**config.mk**
```make
export PLATFORM = sky130hd
export DESIGN_NAME = rr_bus_arb4_8
export DESIGN_NICKNAME = d
export VERILOG_FILES = /design/src/rtl/rr_bus_arb4_8.sv
export SDC_FILE = /design/constraint.sdc
export NUM_CORES = 1
export LEC_CHECK = 0
export CORE_AREA = 2 2 70 88
export DETAILED_ROUTE_END_ITERATION = 8
export DIE_AREA = 0 0 72 90
export PLACE_DENSITY_LB_ADDON = 0.12
export SYNTH_ARGS = -nofsm -noshare
export SYNTH_HDL_FRONTEND = slang
export SYNTH_SLANG_ARGS = --single-unit
```
**constraint.sdc**
```tcl
create_clock -name Clk -period 3.6 [get_ports Clk]
set_input_delay 1.08 -clock Clk [delete_from_list [all_inputs] [get_ports Clk]]
set_output_delay 1.08 -clock Clk [all_outputs]
set_load 0.03 [all_outputs]
```
**src/rtl/rr_bus_arb4_8.sv**
```systemverilog
// Round-robin arbiter for four requesters sharing one 4:1 data mux.
// Issues registered one-hot grants, bounds hold time, and registers the selected data with its source tag.
module rr_bus_arb4_8 #(
    parameter int unsigned MAX_HOLD = 8,
    parameter int unsigned DATA_W   = 8
) (
    input  logic              Clk,
    input  logic              Reset_n,
    input  logic [3:0]        req,
    input  logic [DATA_W-1:0] Din0,
    input  logic [DATA_W-1:0] Din1,
    input  logic [DATA_W-1:0] Din2,
    input  logic [DATA_W-1:0] Din3,
    output logic [3:0]        grant,
    output logic [1:0]        select,
    output logic              busy,
    output logic [DATA_W-1:0] Dout,
    output logic              Dout_valid,
    output logic [1:0]        Dout_src
);

    localparam logic [7:0] HOLD_LAST = 8'(MAX_HOLD - 1);

    typedef enum logic [0:0] {
        ST_IDLE  = 1'b0,
        ST_OWNED = 1'b1
    } state_t;

    // First requester after 'last' in circular order; 'last' itself is checked last.
    function automatic logic [1:0] rr_pick(input logic [3:0] cand, input logic [1:0] last);
        logic [1:0] idx;
        logic [1:0] pick;
        logic       found;
        pick  = last;
        found = 1'b0;
        for (int k = 1; k <= 4; k++) begin
            idx = last + 2'(k);
            if (!found && cand[idx]) begin
                pick  = idx;
                found = 1'b1;
            end else begin
                found = found;
            end
        end
        return pick;
    endfunction

    function automatic logic [3:0] onehot4(input logic [1:0] idx);
        return 4'b0001 << idx;
    endfunction

    state_t            state_r;
    state_t            state_nxt_s;
    logic [3:0]        grant_r;
    logic [3:0]        grant_nxt_s;
    logic [1:0]        select_r;
    logic [1:0]        select_nxt_s;
    logic              busy_r;
    logic [7:0]        hold_cnt_r;
    logic [7:0]        hold_nxt_s;
    logic [1:0]        last_owner_r;
    logic [1:0]        last_nxt_s;
    logic [3:0]        cand_s;
    logic              cand_any_s;
    logic [1:0]        pick_s;
    logic [DATA_W-1:0] din_sel_s;
    logic [DATA_W-1:0] dout_r;
    logic              dout_valid_r;
    logic [1:0]        dout_src_r;

    // Candidate set: while owned, only requesters other than the owner compete.
    always_comb begin
        cand_s = 4'b0000;
        if (state_r == ST_OWNED) begin
            cand_s = req & ~grant_r;
        end else begin
            cand_s = req;
        end
    end

    assign cand_any_s = |cand_s;
    assign pick_s     = rr_pick(cand_s, last_owner_r);

    // Next-state, grant and hold-counter logic.
    always_comb begin
        state_nxt_s  = state_r;
        grant_nxt_s  = grant_r;
        select_nxt_s = select_r;
        hold_nxt_s   = hold_cnt_r;
        last_nxt_s   = last_owner_r;
        case (state_r)
            ST_IDLE: begin
                if (cand_any_s) begin
                    state_nxt_s  = ST_OWNED;
                    grant_nxt_s  = onehot4(pick_s);
                    select_nxt_s = pick_s;
                    last_nxt_s   = pick_s;
                    hold_nxt_s   = 8'd0;
                end else begin
                    state_nxt_s = ST_IDLE;
                    grant_nxt_s = 4'b0000;
                    hold_nxt_s  = 8'd0;
                end
            end
            ST_OWNED: begin
                // Release takes precedence; a simultaneous preempt gives the same regrant anyway.
                if (!req[select_r]) begin
                    if (cand_any_s) begin
                        grant_nxt_s  = onehot4(pick_s);
                        select_nxt_s = pick_s;
                        last_nxt_s   = pick_s;
                        hold_nxt_s   = 8'd0;
                    end else begin
                        state_nxt_s = ST_IDLE;
                        grant_nxt_s = 4'b0000;
                        hold_nxt_s  = 8'd0;
                    end
                end else if ((hold_cnt_r == HOLD_LAST) && cand_any_s) begin
                    grant_nxt_s  = onehot4(pick_s);
                    select_nxt_s = pick_s;
                    last_nxt_s   = pick_s;
                    hold_nxt_s   = 8'd0;
                end else if (hold_cnt_r == HOLD_LAST) begin
                    hold_nxt_s = HOLD_LAST;
                end else begin
                    hold_nxt_s = hold_cnt_r + 8'd1;
                end
            end
            default: begin
                state_nxt_s = ST_IDLE;
                grant_nxt_s = 4'b0000;
                hold_nxt_s  = 8'd0;
            end
        endcase
    end

    // Arbitration state registers.
    always_ff @(posedge Clk or negedge Reset_n) begin
        if (!Reset_n) begin
            state_r      <= ST_IDLE;
            grant_r      <= 4'b0000;
            select_r     <= 2'd0;
            busy_r       <= 1'b0;
            hold_cnt_r   <= 8'd0;
            last_owner_r <= 2'd3;
        end else begin
            state_r      <= state_nxt_s;
            grant_r      <= grant_nxt_s;
            select_r     <= select_nxt_s;
            busy_r       <= |grant_nxt_s;
            hold_cnt_r   <= hold_nxt_s;
            last_owner_r <= last_nxt_s;
        end
    end

    // Shared 4:1 data mux driven by the registered select.
    always_comb begin
        din_sel_s = Din0;
        case (select_r)
            2'd0:    din_sel_s = Din0;
            2'd1:    din_sel_s = Din1;
            2'd2:    din_sel_s = Din2;
            2'd3:    din_sel_s = Din3;
            default: din_sel_s = Din0;
        endcase
    end

    // Output data register; data and tag hold while idle, only valid drops.
    always_ff @(posedge Clk or negedge Reset_n) begin
        if (!Reset_n) begin
            dout_r       <= '0;
            dout_valid_r <= 1'b0;
            dout_src_r   <= 2'd0;
        end else if (grant_r != 4'b0000) begin
            dout_r       <= din_sel_s;
            dout_valid_r <= 1'b1;
            dout_src_r   <= select_r;
        end else begin
            dout_valid_r <= 1'b0;
        end
    end

    assign grant      = grant_r;
    assign select     = select_r;
    assign busy       = busy_r;
    assign Dout       = dout_r;
    assign Dout_valid = dout_valid_r;
    assign Dout_src   = dout_src_r;

endmodule

```
==> flow_summary.toml, run 1 <==
[outcome]
outcome = "complete, no violations"

[timing]
timing.final.crit_period_ns = 2.52
finalSetupViolations = 0
skew_ns = 0.00786
max-slew-margin-rel_pct = 72.9
fmax_ghz = 0.396
rsz0062_at_grt = "false"
drv_slew = 0
tightestPinTransition_ns = 0.407
final.setup.tns_ns = 0
hold_viol = 0
period_share_pct = 70.1

[synth]
ys_ff_latch = 29
yosys_warnings = 0
synth_area_per_cell_um2 = 12.8
netlist_area_um2 = 1640
synth.yosys.seq_area_share_pct = 44.4
postSynth.asyncResetShare_pct = 100
synth_edf_count = 0
netlist_instances = 128
yosysUniqueCellTypes = 42
synth_flop_cell = "dfrtp_1"
syn-num-nets = 167

[placed_design]
dp_hpwl_um = 2920
gp_congestion = 0.705
io_buffers = 55
place_area_um2 = 2280

[global_route]
grt_overflow = 0
antenna_found_initial = 0
grt_max_degree = 30
grt_pass1_vias = 1300
grt_first_pass_wirelength_um = 6380
track_usage_pct = 12.7

[worst_setup_path]
slowest_stage = "clkdlybuf4s50_1"
cp_num_buf_inv = 1
path_cells = "clkdlybuf4s50_1"
critPathMaxFanout = 5
crit_family = "buffers and inverters"
critPathCaptureType = "primary output"
cp.required_ns = 2.52
cpPeakStageDelay_ns = 0.71
worstPathArrival_ns = 1.44
crit_type = "flip-flop to primary output"
start_kind = "flip-flop"

[power_and_ir_drop]
p_sw_mw = 0.789
pwr-share-seq_pct = 29.0
vdd_drop_max_v = 0.000393
p_clk_share_pct = 13.1
combPwrFrac_pct = 57.8
p_total_mw = 1.93
intPower_mw = 1.15
powerDensity_nw_per_um2 = 818
power_leakage_nw = 0.990
swShare_pct = 40.8

[cells_and_area]
drive_above_1_share_pct = 17.7
diodes = 0
layout_commonest_cell = "clkdlybuf4s50_1"
final_nets = 230
fin_area_um2 = 2360
mostFrequentLayoutCells = "clkdlybuf4s50_1 (55), dfrtp_1 (27), mux2_2 (9), nor2_1 (8), mux4_1 (8)"
syn2layout_area_growth_pct = 44.2

[cts]
htreeDepth = 2
cts_setup_buffers = 0
cts_tree = "built"
cts_repair_resize_count = 0
cts_made_buffers = 5
cts-root-buf = "clkbuf_8"
clock-sinks = 29
clk_latency_ns = 0.28
holdBufCountCts = 0
path_clk_slew_ns = 0.07
clockBufferDepth = 2

[routing]
finalWirelength_um = 3840
drt-pass1-iter-count = 4
post_drt_wl_per_cell_um = 14.9
drt-vias-per-instance = 4.91
route.detailed.drc = 0
drt_iter0_drc = 37
drtAntennaViolNets = 0
vias = 1267

[floorplan]
fp.dieW_um = 72
die_h_um = 90
start_util_pct = 28.7
fp-row-count = 31
io_pins = 56
core_area_um2 = 5700
dieArea_um2 = 6480

[flow_run]
drv_cap = 0

[min_path]
hold_path.class = "flip-flop to flip-flop"
-- cells by family (layout without fill, tap and decap cells) --
kind of cell | after synthesis | after routing | synth area share (%)
AO/OA/AOI/OAI | 29 | 29 | 15.6
XOR/XNOR | 6 | 6 | 3.21
adder cells (fa/ha/maj) | 1 | 1 | 0.763
buffers and inverters | 10 | 74 | 2.90
flip-flops | 29 | 29 | 44.4
multiplexers | 19 | 19 | 20.2
AND/OR/NAND/NOR | 34 | 34 | 12.8
-- sequential cells by signal, summed over array words and instances, names as in the netlist --
name,count
grant,4
busy,1
hold_cnt_r,8
last_owner_r,2
state_r,1
Dout_src,2
Dout,8
Dout_valid,1
select,2
-- synth_stat cells, types with 2 or more instances --
| master | number | area [µm²] |
|---|---|---|
| nor2_2 | 2 | 12.5 |
| o21ai_0 | 2 | 10.0 |
| nand3_1 | 5 | 25.0 |
| mux2_2 | 9 | 101 |
| nand2_1 | 5 | 18.8 |
| a22oi_1 | 2 | 15.0 |
| dfstp_2 | 2 | 52.6 |
| inv_1 | 7 | 26.3 |
| and3_1 | 2 | 12.5 |
| mux4_1 | 8 | 210 |
| a21boi_1 | 2 | 15.0 |
| a21o_2 | 2 | 17.5 |
| buf_2 | 2 | 10.0 |
| nor2_1 | 8 | 30.0 |
| a21boi_0 | 2 | 15.0 |
| a21oi_1 | 5 | 25.0 |
| nand2b_1 | 3 | 18.8 |
| xor2_1 | 5 | 43.8 |
| a22o_1 | 4 | 35.0 |
| o22ai_1 | 2 | 12.5 |
| mux2i_1 | 2 | 20.0 |
| dfrtp_1 | 27 | 676 |
-- power groups by stage --
| stage | registers, mW | logic (mW) | clock network [mW] |
|---|---|---|---|
| 3_5_place_dp | 0.567 | 1.13 | 0 |
| 5_1_grt | 0.584 | 1.20 | 0.279 |
| 6_report | 0.562 | 1.12 | 0.254 |
| 4_1_cts | 0.564 | 1.14 | 0.265 |
| 3_3_place_gp | 0.565 | 1.12 | 0 |
| 2_1_floorplan | 0.743 | 0.561 | 0 |
-- per-stage QoR --
step                instances  utilization, %  hold WS [ns]  setup slack [ns]
floorplan                 128               -         0.477              1.46
global placement          250            40.0         0.476             0.836
detailed placement        250            40.0         0.490             0.821
CTS                       258            41.5         0.507              1.06
global route              258            41.5         0.533             0.998
finish                    258            41.5         0.504              1.08
-- metal layers --
metal / share of wire [%] / GRT usage [%]
met1: 40 / 15.3
met2: 54 / 22.1
met3: 4.9 / 2.58
met4: 0.49 / 4.72
met5: 0 / 0
-- final timing paths --
check                                             start                     endpoint  slack [ns]  cells past startpoint
worst max-delay path                 grant[3]$_DFF_PN0_                     grant[3]        1.08                      1
worst min-delay path            Dout_src[0]$_DFFE_PN0P_      Dout_src[0]$_DFFE_PN0P_        0.50                      2
worst max register to register    select[1]$_DFFE_PN0P_           grant[2]$_DFF_PN0_        1.89                      6
worst min register to register  Dout_src[0]$_DFFE_PN0P_      Dout_src[0]$_DFFE_PN0P_        0.50                      2
max in group asynchronous                       Reset_n  last_owner_r[0]$_DFFE_PN1P_        2.09                      2
min in group asynchronous                       Reset_n           grant[3]$_DFF_PN0_        1.19                      2
-- layout make-up --
| type | count | area [µm²] |
|---|---|---|
| fillers | 515 | 3340 |
| clock buffers | 6 | 72.6 |
| clock inverters | 2 | 10.0 |
| inverters | 7 | 26.3 |
| repair buffers | 59 | 581 |
| multi-input cells | 89 | 863 |
| well taps | 66 | 82.6 |
| flip-flops and latches | 29 | 728 |
Power figures use the tool's default switching activity.
==> run 2: changes to the inputs <==
==> constraint.sdc (replaced) <==
create_clock -name Clk -period 2.33 [get_ports Clk]
set_input_delay 0.699 -clock Clk [delete_from_list [all_inputs] [get_ports Clk]]
set_output_delay 0.699 -clock Clk [all_outputs]
set_load 0.03 [all_outputs]
==> flow_summary.toml, run 2 (synthesized netlist as in run 1, its figures left out) <==
[outcome]
outcome = "complete, no violations"

[placed_design]
place_area_um2 = 2320
io_buffers = 55
dp_hpwl_um = 3120
gp_congestion = 0.754

[cts]
clock-sinks = 29
path_clk_slew_ns = 0.06
cts_tree = "built"
cts-root-buf = "clkbuf_8"
cts_repair_resize_count = 0
htreeDepth = 2
cts_setup_buffers = 0
holdBufCountCts = 0
clk_latency_ns = 0.28
cts_made_buffers = 5
clockBufferDepth = 2

[floorplan]
io_pins = 56
dieArea_um2 = 6480
die_h_um = 90
start_util_pct = 28.7
core_area_um2 = 5700
fp.dieW_um = 72
fp-row-count = 31

[timing]
fmax_ghz = 0.464
hold_viol = 0
timing.hold.ws_ns = 0.492
max-slew-margin-rel_pct = 74.9
finalSetupViolations = 0
rsz0062_at_grt = "false"
period_share_pct = 92.5
skew_ns = 0.00573
drv_slew = 0
tightestPinTransition_ns = 0.376
timing.final.crit_period_ns = 2.16

[global_route]
grt_overflow = 0
track_usage_pct = 13.7
antenna_found_initial = 0
grt_pass1_vias = 1440
grt_first_pass_wirelength_um = 6910
grt_max_degree = 30

[power_and_ir_drop]
p_total_mw = 3.18
p_clk_share_pct = 16.7
p_sw_mw = 1.22
intPower_mw = 1.96
swShare_pct = 38.4
powerDensity_nw_per_um2 = 1310
pwr-share-seq_pct = 27.8
vdd_drop_max_v = 0.000620
power_leakage_nw = 1.03
combPwrFrac_pct = 55.5

[worst_setup_path]
cp.depth = 1
cpPeakStageDelay_ns = 0.71
critPathMaxFanout = 5
path_cells = "clkdlybuf4s50_1"
cp_num_buf_inv = 1
critPathCaptureType = "primary output"
crit_type = "flip-flop to primary output"
slowest_stage = "clkdlybuf4s50_1"
start_kind = "flip-flop"
worstPathArrival_ns = 1.46
r2r_start = "hold_cnt_r[5]$_DFF_PN0_"
critPathLaunch = "grant[3]$_DFF_PN0_"
r2r_cells = 4
cp.required_ns = 1.63
crit_family = "buffers and inverters"

[routing]
post_drt_wl_per_cell_um = 15.1
drt-vias-per-instance = 5.07
route.detailed.drc = 0
drt_iter0_drc = 28
drt-pass1-iter-count = 4
drtAntennaViolNets = 0
vias = 1333
finalWirelength_um = 3970

[cells_and_area]
drive_above_1_share_pct = 19.8
fin_area_um2 = 2430
regArea_um2 = 728
syn2layout_area_growth_pct = 48.5
layout_commonest_cell = "clkdlybuf4s50_1"
fillCellCount = 530
multiInputGateArea_um2 = 863
diodes = 0
final_nets = 235
mostFrequentLayoutCells = "clkdlybuf4s50_1 (55), dfrtp_1 (27), mux2_2 (9), buf_4 (9)"

[min_path]
hold_path.class = "flip-flop to flip-flop"
holdPathStages = 2
hp-start = "Dout_src[0]$_DFFE_PN0P_"

[flow_run]
drv_cap = 0
==> run 2: cell count changes in the layout (fill, tap and decap cells not counted) <==
cell / before / now
buf_4: 4 / 9
clkinv_2: 2 / 0
clkbuf_8: 5 / 6
bufinv_16: 0 / 1
==> run 2: final timing paths <==
kind                                               endpoint  slack [ns]
worst max-delay path                               grant[3]        0.17
worst min-delay path                Dout_src[0]$_DFFE_PN0P_        0.49
worst max register to register           grant[1]$_DFF_PN0_        0.67
worst min register to register      Dout_src[0]$_DFFE_PN0P_        0.49
max in group asynchronous       last_owner_r[1]$_DFFE_PN1P_        1.20
min in group asynchronous                 state_r$_DFF_PN0_        0.81
==> run 2: cell type report <==
class	instances	share of cell area [%]
clock buffer	7	3.55
clock inverter	1	1.23
tap	66	3.39
inverter	7	1.08
timing repair buffer	64	25.4
multi-input combinational	89	35.5
sequential	29	29.9
==> run 2: stage by stage <==
stage,setup WS (ns),std cells,setup TNS (ns),util (%)
floorplan,0.571,128,0,-
global placement,-0.00557,255,-0.00557,40.7
detailed placement,-0.0320,255,-0.0638,40.7
CTS,0.153,263,0,42.7
global route,0.122,263,0,42.7
finish,0.175,263,0,42.7
==> run 2: power groups by stage <==
| stage | registers, mW | logic (mW) | clock network [mW] |
|---|---|---|---|
| 2_1_floorplan | 1.15 | 0.867 | 0 |
| 3_3_place_gp | 0.891 | 1.77 | 0 |
| 3_5_place_dp | 0.894 | 1.80 | 0 |
| 4_1_cts | 0.888 | 1.80 | 0.558 |
| 5_1_grt | 0.919 | 1.92 | 0.582 |
| 6_report | 0.884 | 1.77 | 0.533 |
==> run 2: per-layer routing <==
layer / part of all wire, % / vias to the layer above / global-route usage (%)
li1: - / 621 / -
met1: 38 / 667 / 15.4
met2: 56 / 40 / 24.6
met3: 5.0 / 5 / 3.81
met4: 1.4 / 0 / 3.77
met5: 0 / - / 0
==> run 3: changes to the inputs <==
--- a/config.mk
+++ b/config.mk
@@ -5,6 +5,7 @@
 export SDC_FILE = /design/constraint.sdc
 export NUM_CORES = 1
 export LEC_CHECK = 0
+export CAP_MARGIN = 15
 export CORE_AREA = 2 2 70 88
 export DETAILED_ROUTE_END_ITERATION = 8
 export DIE_AREA = 0 0 72 90
==> results of run 3 <==
Final layout, timing and power as in run 2 (identical DEF).
